### src/rtl/adder_share_ctrl.sv
// Nibble-serial adder shared by two requesters: round-robin grant, one nibble per cycle, valid/ready response.
// Optional ADDER_SHARE_OVF_EN adds a registered signed-overflow output rsp_ovf.
module adder_share_ctrl #(
  parameter int NIBBLES = 4
) (
  input  logic                   clk,
  input  logic                   rst,
  input  logic                   req0_valid,
  output logic                   req0_ready,
  input  logic [4*NIBBLES-1:0]   req0_a,
  input  logic [4*NIBBLES-1:0]   req0_b,
  input  logic                   req0_cin,
  input  logic                   req1_valid,
  output logic                   req1_ready,
  input  logic [4*NIBBLES-1:0]   req1_a,
  input  logic [4*NIBBLES-1:0]   req1_b,
  input  logic                   req1_cin,
  output logic                   rsp_valid,
  input  logic                   rsp_ready,
  output logic [4*NIBBLES-1:0]   rsp_sum,
  output logic                   rsp_cout,
  output logic                   rsp_id,
`ifdef ADDER_SHARE_OVF_EN
  output logic                   rsp_ovf,
`endif
  output logic                   busy
);

  // state | meaning
  // IDLE  | arbitrating; ready offered to the granted requester
  // RUN   | adding nibble r_idx each cycle, LSB nibble first
  // DONE  | result held on the response channel until rsp_ready
  typedef enum logic [1:0] {S_IDLE, S_RUN, S_DONE} state_t;

  localparam int W  = 4 * NIBBLES;
  localparam int IW = (NIBBLES > 1) ? $clog2(NIBBLES) : 1;

  state_t          r_state;
  logic            r_prio;
  logic [W-1:0]    r_a;
  logic [W-1:0]    r_b;
  logic            r_carry;
  logic [IW-1:0]   r_idx;
  logic [W-1:0]    r_sum;
  logic            r_cout;
  logic            r_id;
  logic            r_rsp_valid;
  logic            r_busy;

  logic            w_gnt0;
  logic            w_gnt1;
  logic            w_idle;
  logic            w_last;
  logic [3:0]      w_a_nib;
  logic [3:0]      w_b_nib;
  logic [4:0]      w_sum;

  assign w_idle = (r_state == S_IDLE);
  assign w_gnt0 = req0_valid & (~req1_valid | ~r_prio);
  assign w_gnt1 = req1_valid & (~req0_valid |  r_prio);
  assign w_last = (r_idx == IW'(NIBBLES - 1));

  // Ready is suppressed during reset so no operand is taken on a reset cycle.
  assign req0_ready = w_idle & ~rst & w_gnt0;
  assign req1_ready = w_idle & ~rst & w_gnt1;

  always_comb begin
    w_a_nib = '0;
    w_b_nib = '0;
    for (int n = 0; n < NIBBLES; n++) begin
      if (r_idx == IW'(n)) begin
        w_a_nib = r_a[n*4 +: 4];
        w_b_nib = r_b[n*4 +: 4];
      end
    end
  end

  assign w_sum = {1'b0, w_a_nib} + {1'b0, w_b_nib} + {4'b0000, r_carry};

`ifdef ADDER_SHARE_OVF_EN
  logic       r_ovf;
  logic [3:0] w_lo;

  // Carry into the MSB bit of the final nibble, needed for signed overflow.
  assign w_lo = {1'b0, w_a_nib[2:0]} + {1'b0, w_b_nib[2:0]} + {3'b000, r_carry};

  always_ff @(posedge clk) begin
    if (rst) begin
      r_ovf <= 1'b0;
    end else if (r_state == S_RUN && w_last) begin
      r_ovf <= w_lo[3] ^ w_sum[4];
    end
  end

  assign rsp_ovf = r_ovf;
`endif

  always_ff @(posedge clk) begin
    if (rst) begin
      r_state     <= S_IDLE;
      r_prio      <= 1'b0;
      r_a         <= '0;
      r_b         <= '0;
      r_carry     <= 1'b0;
      r_idx       <= '0;
      r_sum       <= '0;
      r_cout      <= 1'b0;
      r_id        <= 1'b0;
      r_rsp_valid <= 1'b0;
      r_busy      <= 1'b0;
    end else begin
      case (r_state)
        S_IDLE: begin
          if (w_gnt0 | w_gnt1) begin
            r_a     <= w_gnt1 ? req1_a   : req0_a;
            r_b     <= w_gnt1 ? req1_b   : req0_b;
            r_carry <= w_gnt1 ? req1_cin : req0_cin;
            r_id    <= w_gnt1;
            r_prio  <= ~w_gnt1;
            r_idx   <= '0;
            r_busy  <= 1'b1;
            r_state <= S_RUN;
          end
        end
        S_RUN: begin
          for (int n = 0; n < NIBBLES; n++) begin
            if (r_idx == IW'(n)) r_sum[n*4 +: 4] <= w_sum[3:0];
          end
          r_carry <= w_sum[4];
          if (w_last) begin
            r_cout      <= w_sum[4];
            r_rsp_valid <= 1'b1;
            r_state     <= S_DONE;
          end else begin
            r_idx <= r_idx + 1'b1;
          end
        end
        S_DONE: begin
          if (rsp_ready) begin
            r_rsp_valid <= 1'b0;
            r_busy      <= 1'b0;
            r_state     <= S_IDLE;
          end
        end
        default: r_state <= S_IDLE;
      endcase
    end
  end

  assign rsp_valid = r_rsp_valid;
  assign rsp_sum   = r_sum;
  assign rsp_cout  = r_cout;
  assign rsp_id    = r_id;
  assign busy      = r_busy;

endmodule

### config.mk
export PLATFORM = sky130hd
export DESIGN_NAME = adder_share_ctrl
export DESIGN_NICKNAME = d
export VERILOG_FILES = /design/src/rtl/adder_share_ctrl.sv
export SDC_FILE = /design/constraint.sdc
export NUM_CORES = 1
export LEC_CHECK = 0
export ABC_AREA = 1
export BUFFER_PORTS_ARGS = -buffer_cell sky130_fd_sc_hd__buf_2
export CORE_UTILIZATION = 53
export DETAILED_ROUTE_END_ITERATION = 7
export GPL_TIMING_DRIVEN = 0
export PLACE_DENSITY = 0.92
export SYNTH_ARGS = -nofsm -noshare
export SYNTH_HDL_FRONTEND = slang
export SYNTH_SLANG_ARGS = --single-unit
### constraint.sdc
create_clock -name clk -period 3.5 [get_ports clk]
set_input_delay 1.05 -clock clk [delete_from_list [all_inputs] [get_ports clk]]
set_output_delay 1.05 -clock clk [all_outputs]
set_load 0.005 [all_outputs]
==> Word-level counts from Yosys, hierarchy flattened <==
Index checks and enable logic that the tools add are counted.
{ "op_classes": {"mux": 25, "n_lt_le_gt_ge": 0, "add_sub_neg": 3, "div_mod_pow": 0, "reduce_logical": 15, "shifts": 0, "multipliers": 0, "bitwise_logic": 13, "n_eq_ne": 9} }
{ "ops": {"columns": ["cell", "n"], "rows": [
  ["16-bit 2-to-1 mux", 2],
  ["4-bit 2-to-1 mux", 8],
  ["2-bit AND reduction", 6],
  ["3-bit AND reduction", 4],
  ["2-bit 2-to-1 mux", 5],
  ["2-bit == test (second input constant)", 3],
  ["2-bit != test (second input constant)", 3],
  ["1-bit case mux with 2 select lines", 3],
  ["2-bit case mux with 3 select lines", 1],
  ["2-bit nonzero test", 3],
  ["4-bit by 4-bit adder with 5-bit output", 1],
  ["5-bit by 1-bit adder with 5-bit output", 1],
  ["1-bit bitwise AND", 5],
  ["1-bit 2-to-1 mux", 5],
  ["1-bit NOT", 5],
  ["2-bit by 1-bit == test with 1-bit output (second input constant)", 2],
  ["2-bit zero test", 2],
  ["2-bit case mux with 2 select lines", 1],
  ["1-bit bitwise OR", 3],
  ["2-bit by 1-bit adder with 2-bit output (second input constant)", 1],
  ["2-bit by 1-bit != test with 1-bit output (second input constant)", 1]
]} }
{ "word_totals": {"ram_bits": 0, "mem_bits_ro": 0, "out_inout_bits": 22, "latchBits": 0, "register_bits": 58, "n_memories": 0, "inputBits": 71, "elab_cells": 79} }

==> Logic depth before layout (Yosys ltp) <==
Gate-level depths: netlist of the first run.
{ "logic_depth": {"word_depth": 8, "mapped_depth": 16} }

==> Worst setup path after synthesis of the first run <==
OpenSTA, ideal clock, no wires.
{ "synth_timing": {"path_kind": "input port to output port", "startpoint": "in rst", "endpoint": "out req0_ready", "arrival_ps": 1511, "path_slack_ps": 939, "required_time_ps": 2450, "stages": 2, "cell_sequence": "buf_2 > a2111oi_2"} }
{ "synth_between": {"elab_chain_len": 3} }
{ "synth_lines": {"columns": ["item", "line_no", "source"], "rows": [
  ["start, declared", "7", "input logic rst,"],
  ["1-bit NOT", "64", "assign req0_ready = w_idle & ~rst & w_gnt0;"],
  ["1-bit bitwise AND (2 in series)", "64", null],
  ["end, declared", "9", "output logic req0_ready,"]
]} }
Every way passes these cells.

==> Worst setup path in the final report of the first run <==
{ "layout_timing": {"startpoint": "reg r_idx[0]", "endpoint": "reg r_sum[10], in the netlist rsp_sum[10]"} }
{ "layout_between": {"elab_chain_len": 7} }
{ "layout_lines": {"columns": ["item", "line_no", "source"], "rows": [
  ["start, declared", "43", "logic [IW-1:0] r_idx;"],
  ["start signal, assigned", "135", "r_idx <= r_idx + 1'b1;"],
  ["2-bit zero test", "71", "if (r_idx == IW'(n)) begin"],
  ["4-bit 2-to-1 mux (4 in series)", "71", null],
  ["4-bit by 4-bit adder with 5-bit output", "78", "assign w_sum = {1'b0, w_a_nib} + {1'b0, w_b_nib} + {4'b0000, r_carry};"],
  ["5-bit by 1-bit adder with 5-bit output", "78", null],
  ["end signal, assigned by index", "127", "if (r_idx == IW'(n)) r_sum[n*4 +: 4] <= w_sum[3:0];"],
  ["end, declared", "44", "logic [W-1:0] r_sum;"]
]} }
Parallel ways exist; a longest one is shown, timed or not.
A chain may end at the register's enable or synchronous reset.

==> results of run 1 <==
[state kept, by name (all words and copies together) (netlist names)]
name / count
rsp_sum: 16
r_prio: 1
r_carry: 1
r_b: 16
r_idx: 2
busy: 1
r_a: 16
r_state: 2
rsp_cout: 1
rsp_id: 1
rsp_valid: 1
[layer usage]
| layer | routed length (µm) | track usage | vias up |
|---|---|---|---|
| met5 | 0 | 0 | - |
| met4 | 273 | 0.168 | 0 |
| met3 | 607 | 0.0472 | 21 |
| met2 | 4300 | 0.501 | 160 |
| met1 | 3740 | 0.343 | 1572 |
| li1 | - | - | 1639 |
[per-stage QoR]
step	std cells	hold slack (ps)	cell area, µm²	utilization
final	615	466	4040	0.675
after global routing	615	481	4040	0.675
after CTS	615	466	4040	0.675
after detailed placement	600	456	3870	0.646
after global placement	600	452	3870	0.646
after floorplan	433	457	3320	-
[placed cells by master (no fill, tap or decap), drive strengths merged, types with 7 or more instances in the layout]
master / instances
nor2: 14
dfxtp: 58
o21ai: 10
nand3: 48
nor3: 26
buf: 116
inv: 58
a21oi: 79
ha: 7
clkbuf: 14
nand2: 83
[worst paths after layout]
kind                                                 end  slack (ps)
worst min register to register   rsp_sum[4]$_SDFFE_PP0P_         470
worst min-delay path             rsp_sum[4]$_SDFFE_PP0P_         470
worst max register to register  rsp_sum[10]$_SDFFE_PP0P_         220
worst max-delay path            rsp_sum[10]$_SDFFE_PP0P_         220
[synth_stat cells (all sizes together)]
cell	number
nand3	48
a22oi	6
o211ai	3
a22o	1
nand2	83
a31oi	1
clkbuf	2
xnor2	1
buf	24
o21a	1
nor3	26
a2111oi	1
o21bai	1
a21o	1
nor2	14
ha	7
dfxtp	58
a21oi	79
nand3b	5
fa	2
inv	58
o21ai	10
nand4	1
[final cells by class]
type | count | share of cell area
timing repair buffer | 92 | 0.114
sequential | 58 | 0.287
multi-input combinational | 291 | 0.430
clock buffer | 12 | 0.0384
buffer | 26 | 0.0492
clock inverter | 3 | 0.00371
inverter | 58 | 0.0545
tap | 75 | 0.0232
[cell families after synthesis]
group	after synthesis
and+or+nand+nor	177
AOI/OAI and AO/OA	104
buffers and inverters	84
DFF	58
adders and majority gates	9
xor gates and xnor gates	1
[worst max-delay path, stage by stage (launching register included)]
cell and delay (ps):
dfxtp_1 350, inv_1 110, ha_1 270, inv_1 80, nor2_2 370, a22oi_1 150
o21ai_1 160, o21ai_0 140, fa_1 450, fa_1 410, xnor2_1 400, nand3_1 160
a21oi_1 160
[where the power goes]
part	total [mW]	internal [mW]	switching, mW	leakage (nW)
registers	0.752	0.713	0.0389	0.476
logic	0.469	0.186	0.282	1.38
clock network	0.546	0.288	0.258	0.0920
==> qor.yml, run 1 <==
wl_mm: 8.92
fmax_mhz: 305
setup.worst_path.start: "r_idx[0]$_SDFFE_PP0P_"
clock-sinks: 58
final_nets: 616
ctsResizeCount: 0
synth_top_family_by_area: "simple AND/OR/NAND/NOR gates"
antenna_found_initial: 0
critPathCaptureType: "register"
synth_compound_area_frac: 0.232
rsz0062_at_grt: "false"
gp_congestion: 0.893
hold_class: "reg2reg"
ys_ff_latch: 58
cp_max_fo: 8
synth_adder_area_share: 0.0385
crit_type: "reg2reg"
core.rowCount: 28
synthCells: 433
multi_input_area_um2: 1740
drt_iter0_drc: 245
setup_violations: 0
cts_tree: "done"
finClkSkew_ps: 9.11
netlist-cell-type-count: 38
antenna_cells: 0
r2r_cells: 12
worstMarginPinSlew_ps: 695
seq_area_um2: 1160
cts.htree.levels: 3
ir_drop_mv: 0.283
p_leak_nw: 1.95
synth_top_area_cell: "dfxtp_1"
firstDrtPassIters: 4
core_um2: 5990
grt_max_degree: 11
die_area_um2: 6580
arrival_ps: 3550
grt_pass1_vias: 3151
synthMuxAreaShare: 0
hold_path.startpoint: "rsp_sum[4]$_SDFFE_PP0P_"
yosys_warnings: 0
vias_per_cell: 5.52
cts_root_buffer: "clkbuf_8"
cts_hold_buf: 0
drc: 0
clkLatencyLatePin_ps: 340
port_buffers: 92
antenna_left: 0
die_w_um: 81.1
fin_ws_ps: 221
cts_inserted_buffers: 9
final_layout_size_suffix_gt1_frac: 0.369
synth_simple_gate_area_share: 0.251
clk_pin_slew_ps: 60
tns_ps: 0
pwr_density_cell_nw_per_um2: 437
yosys-top-cells-area: "dfxtp_1, a21oi_2, nand2_1"
synth_top_area_share: 0.350
drv_cap: 0
cts_buffer_depth: 2
num_vias: 3392
areaGrowthSynthToFinish_pct: 21.8
synth_nets: 513
required_ps: 3770
die_h_um: 81.1
yosysSeqAreaShare: 0.350
period_share: 0.937
overflow: 0
syn_avg_cell_area_um2: 7.66
relSlewSlack: 0.537
synth_xor_area_frac: 0.00264
grt_usage: 0.292
r2r_start: "r_idx[0]$_SDFFE_PP0P_"
hold_violations: 0
period_minus_slack_ps: 3280
grt_pass1_wl_mm: 14.2
cp-start-kind: "register"
finalPower_mw: 1.77
drv_slew: 0
whs_path_depth: 2
start_util: 0.554
cts_setup_buffers: 0
wl_per_cell_um: 14.5
num_io_pins: 93
status: "completed"
pre_cts_ws_ps: 345
syn_area_um2: 3320
fillers: 497
place_hpwl_mm: 6.64
No activity file was read; power rests on OpenSTA's default activity.
==> run 2: changes to the inputs <==
--- a/config.mk
+++ b/config.mk
@@ -7,10 +7,10 @@
 export LEC_CHECK = 0
 export ABC_AREA = 1
 export BUFFER_PORTS_ARGS = -buffer_cell sky130_fd_sc_hd__buf_2
-export CORE_UTILIZATION = 53
+export CORE_UTILIZATION = 35
+export CTS_CLUSTER_SIZE = 10
 export DETAILED_ROUTE_END_ITERATION = 7
 export GPL_TIMING_DRIVEN = 0
-export PLACE_DENSITY = 0.92
 export SYNTH_ARGS = -nofsm -noshare
 export SYNTH_HDL_FRONTEND = slang
 export SYNTH_SLANG_ARGS = --single-unit
==> qor.yml, run 2 (synthesis gave the netlist of run 1 again) <==
status: "completed"
grt_usage: 0.203  # -0.0889
antenna_found_initial: 0  # unchanged
holdWs_ps: 460  # -6.74 ps
final_common_cell: "buf_2"
critPathCaptureType: "register"
gp_congestion: 0.837  # -6.2%
drt_iter0_drc: 97  # -60%
final_cell_mix: "buf_2, nand2_1, dfxtp_1"
p_seq_frac: 0.382  # -0.044
cts_hold_buf: 0  # unchanged
utilization: 0.451  # -0.224
r2r_start: "r_idx[0]$_SDFFE_PP0P_"
port_buffers: 92  # unchanged
fmax_mhz: 320  # +4.8%
hold_violations: 0  # unchanged
firstDrtPassIters: 4  # unchanged
overflow: 0  # unchanged
tns_ps: 0  # unchanged
clk_pin_slew_ps: 70  # about the same
p_switching_mw: 0.599  # +3.4%
arrival_ps: 3390  # -160 ps
core_um2: 9200  # +54%
hold_path.startpoint: "rsp_sum[1]$_SDFFE_PP0P_"
vias_per_cell: 4.92  # -11%
cp_max_fo: 8  # unchanged
die_w_um: 99.4  # +22%
antenna_cells: 0  # unchanged
grt_pass1_wl_mm: 15.5  # +9.2%
ctsResizeCount: 0  # unchanged
drc: 0  # unchanged
wl_per_cell_um: 14.5  # -0.28%
drv_slew: 0  # unchanged
wl_mm: 9.43  # +5.7%
die_area_um2: 9870  # +50%
finish.instance_area_um2: 4150  # +2.7%
cts_tree: "done"
period_minus_slack_ps: 3130  # -150 ps
grt_pass1_vias: 3241  # +2.9%
final_nets: 616  # unchanged
final_layout_size_suffix_gt1_frac: 0.370  # +0.00117
grt_max_degree: 11  # unchanged
p_clk_frac: 0.381  # +0.072
num_vias: 3206  # -5.5%
core.rowCount: 35  # +25%
cts_buffer_depth: 2  # unchanged
crit_type: "reg2reg"
place_hpwl_mm: 7.15  # +7.6%
switching_share: 0.304  # -0.0236
multi_input_area_um2: 1740  # unchanged
cp-start-kind: "register"
cts_inserted_buffers: 9  # unchanged
cts.htree.levels: 3  # unchanged
die_h_um: 99.4  # +22%
ir_drop_mv: 0.159  # -44%
rsz0062_at_grt: "false"
combPwrFrac: 0.237  # -0.028
setup.worst_path.start: "r_idx[0]$_SDFFE_PP0P_"
pwr_density_cell_nw_per_um2: 474  # +8.5%
antenna_left: 0  # unchanged
period_share: 0.894  # -0.0429
drv_cap: 0  # unchanged
setup_violations: 0  # unchanged
post_dp_cell_area_um2: 3920  # +1.2%
num_io_pins: 93  # unchanged
start_util: 0.361  # -0.193
cts_setup_buffers: 0  # unchanged
seq_area_um2: 1160  # unchanged
hold_class: "reg2reg"
clock-sinks: 58  # unchanged
finClkSkew_ps: 12.7  # +3.60 ps
relSlewSlack: 0.515  # -0.0213
cts_root_buffer: "clkbuf_8"
internal_power_mw: 1.37  # +15%
areaGrowthSynthToFinish_pct: 25.1
worstMarginPinSlew_ps: 727  # +32.0 ps
required_ps: 3760  # about the same
fillers: 954  # +92%
clkLatencyLatePin_ps: 350  # about the same
p_leak_nw: 1.98  # +1.4%
## run 2: changes by cell type in the layout (fill, tap and decap cells not counted)
cell,delta
bufinv_16,+3
clkbuf_8,-2
## run 2: path summary, 6_finish.rpt
check                        endpoint  slack (ps)  depth (start not counted)
max          rsp_sum[10]$_SDFFE_PP0P_         370                         12
min reg2reg   rsp_sum[1]$_SDFFE_PP0P_         460                          2
max reg2reg  rsp_sum[10]$_SDFFE_PP0P_         370                         12
min           rsp_sum[1]$_SDFFE_PP0P_         460                          2
## run 2: stage by stage
| step | cells | setup slack, ps | power, mW |
|---|---|---|---|
| final | 652 | 371 | 1.97 |
| after global routing | 652 | 95.5 | 2.07 |
| after CTS | 652 | 338 | 1.98 |
| after detailed placement | 636 | 349 | 1.23 |
| after global placement | 636 | 413 | 1.23 |
| after floorplan | 433 | 939 | 1.08 |
## run 2: worst max-delay path: stages (launching register included)
cell and delay (ps):
dfxtp_1 340, inv_1 110, ha_1 270, inv_1 80, nor2_2 330, a22oi_1 120
o21ai_1 130, o21ai_0 140, fa_1 450, fa_1 410, xnor2_1 390, nand3_1 140
a21oi_1 150
## run 2: metal layers
layer,vias to the layer above,routed length (µm),GRT usage
met5,-,0,0
met3,11,498,0.0450
met1,1471,4410,0.259
met2,86,4400,0.342
met4,0,120,0.0622
li1,1638,-,-
## run 2: power by group through the flow
stage	Clock, mW	Combinational, mW	Sequential [mW]
finish	0.750	0.466	0.752
global placement	0	0.460	0.765
CTS	0.761	0.468	0.752
floorplan	0	0.326	0.756
global route	0.793	0.521	0.757
detailed placement	0	0.466	0.766
## run 2: final cells by class
cell class / instances / share of cell area
inverters: 58 / 0.0531
well taps: 111 / 0.0335
clock inverters: 6 / 0.0253
plain buffers: 26 / 0.0479
multi-input cells: 291 / 0.419
clock buffers: 10 / 0.0308
flip-flops and latches: 58 / 0.280
repair buffers: 92 / 0.111
==> run 3: changes to the inputs <==
--- a/config.mk
+++ b/config.mk
@@ -10,7 +10,7 @@
 export CORE_UTILIZATION = 35
 export CTS_CLUSTER_SIZE = 10
 export DETAILED_ROUTE_END_ITERATION = 7
-export GPL_TIMING_DRIVEN = 0
+export PLACE_DENSITY = 0.59
 export SYNTH_ARGS = -nofsm -noshare
 export SYNTH_HDL_FRONTEND = slang
 export SYNTH_SLANG_ARGS = --single-unit
==> qor.yml, run 3 (synthesis gave the netlist of run 1 again) <==
crit_type: "reg2reg"
pwr_density_cell_nw_per_um2: 433  # -8.7%
setup_violations: 0  # unchanged
die_area_um2: 9870  # unchanged
placed_cells: 617  # -3.0%
antenna_cells: 0  # unchanged
cp-start-kind: "register"
cp_max_fo: 11  # +3
p_leak_nw: 1.88  # -5.1%
place_hpwl_mm: 6.24  # -13%
num_io_pins: 93  # unchanged
hold_class: "reg2reg"
vias_per_cell: 4.91  # -0.25%
start_util: 0.361  # unchanged
rsz0062_at_grt: "false"
wl_mm: 8.29  # -12%
crit_chain: "inv_1 -> ha_1 -> inv_1 -> nor2_1 -> nor2_1 -> a22oi_1 -> fa_1 -> fa_1 -> xnor2_1 -> nand3_1 -> a21oi_1"
worstMarginPinSlew_ps: 636  # -91.2 ps
max_stage_delay_ps: 440  # about the same
utilization: 0.430  # -0.0214
cts_hold_buf: 0  # unchanged
slowest_stage: "fa_1"
ctsResizeCount: 0  # unchanged
cts.htree.levels: 3  # unchanged
tns_ps: 0  # unchanged
core_um2: 9200  # unchanged
clock-sinks: 58  # unchanged
firstDrtPassIters: 4  # unchanged
final_nets: 597  # -3.1%
final_cell_mix: "buf_2, nand2_1, dfxtp_1"
grt_usage: 0.179  # -0.0240
gp_congestion: 0.848  # +1.4%
cts_inserted_buffers: 9  # unchanged
path_buf_inv: 2  # unchanged
fmax_mhz: 339  # +6.0%
finClkSkew_ps: 6.13  # -6.58 ps
final_common_cell: "buf_2"
status: "completed"
cts_buffer_depth: 2  # unchanged
clk_pin_slew_ps: 60  # about the same
path_delay_family: "adder cells"
fin_ws_ps: 548  # +177 ps
port_buffers: 92  # unchanged
grt_pass1_wl_mm: 14.0  # -9.8%
finalPower_mw: 1.71  # -13%
relSlewSlack: 0.576  # +0.0608
num_vias: 3100  # -3.3%
hold_violations: 0  # unchanged
grt_pass1_vias: 3045  # -6.0%
cts_tree: "done"
cts_setup_buffers: 0  # unchanged
cts_root_buffer: "clkbuf_8"
ir_drop_mv: 0.186  # +17%
finish.instance_area_um2: 3950  # -4.7%
period_minus_slack_ps: 2950  # -177 ps
overflow: 0  # unchanged
core.rowCount: 35  # unchanged
antenna_found_initial: 0  # unchanged
pre_cts_ws_ps: 600  # +251 ps
die_h_um: 99.4  # unchanged
drv_slew: 0  # unchanged
post_dp_cell_area_um2: 3780  # -3.4%
die_w_um: 99.4  # unchanged
wl_per_cell_um: 13.1  # -9.3%
final_layout_size_suffix_gt1_frac: 0.355  # -0.0146
grt_max_degree: 46  # +35
drt_iter0_drc: 98  # +1.0%
arrival_ps: 3210  # -180 ps
antenna_left: 0  # unchanged
holdWs_ps: 458  # -1.13 ps
fillers: 970  # +1.7%
drv_cap: 0  # unchanged
drc: 0  # unchanged
areaGrowthSynthToFinish_pct: 19.2
final_cell_count_no_fill: 632  # -3.1%
period_share: 0.843  # -0.0506
clkLatencyLatePin_ps: 340  # about the same
critPathCaptureType: "register"
required_ps: 3760  # about the same
## run 3: changes by cell type in the layout (fill, tap and decap cells not counted), sizes merged
cell    change
buf        -17
bufinv      -3
## run 3: path summary, 6_finish.rpt
| check | start | endpoint | slack (ps) | cells after the start |
|---|---|---|---|---|
| hold / removal | rsp_sum[4]$_SDFFE_PP0P_ | rsp_sum[4]$_SDFFE_PP0P_ | 460 | 2 |
| setup reg to reg | r_idx[0]$_SDFFE_PP0P_ | rsp_sum[10]$_SDFFE_PP0P_ | 550 | 11 |
| hold reg to reg | rsp_sum[4]$_SDFFE_PP0P_ | rsp_sum[4]$_SDFFE_PP0P_ | 460 | 2 |
| setup / recovery | r_idx[0]$_SDFFE_PP0P_ | rsp_sum[10]$_SDFFE_PP0P_ | 550 | 11 |
## run 3: tightest hold or removal path, delay by kind of cell (launching register included)
kind | cells | cell delay, ps
flip-flops | 1 | 310
AND/OR/NAND/NOR | 1 | 60
AO/OA/AOI/OAI | 1 | 50
## run 3: metal layers
layer  track usage  vias up  share of wire
li1              -     1607              -
met1         0.232     1387           0.48
met2         0.282       89           0.44
met3        0.0548       17          0.060
met4        0.0656        0          0.019
met5             0        -              0
## run 3: layout make-up
class / count / area, µm² / share of cell area
Clock buffer: 12 / 155 / 0.0392
Clock inverter: 3 / 15.0 / 0.00380
Inverter: 58 / 220 / 0.0557
Multi-Input combinational cell: 291 / 1740 / 0.440
Sequential cell: 58 / 1160 / 0.294
Tap cell: 111 / 139 / 0.0351
Timing Repair Buffer: 99 / 526 / 0.133
## run 3: power breakdown
group | internal [mW] | leakage, nW | switching, mW | total (mW)
sequential | 0.713 | 0.476 | 0.0403 | 0.754
clock | 0.288 | 0.0920 | 0.249 | 0.537
combinational | 0.162 | 1.31 | 0.259 | 0.421
total | 1.16 | 1.88 | 0.548 | 1.71
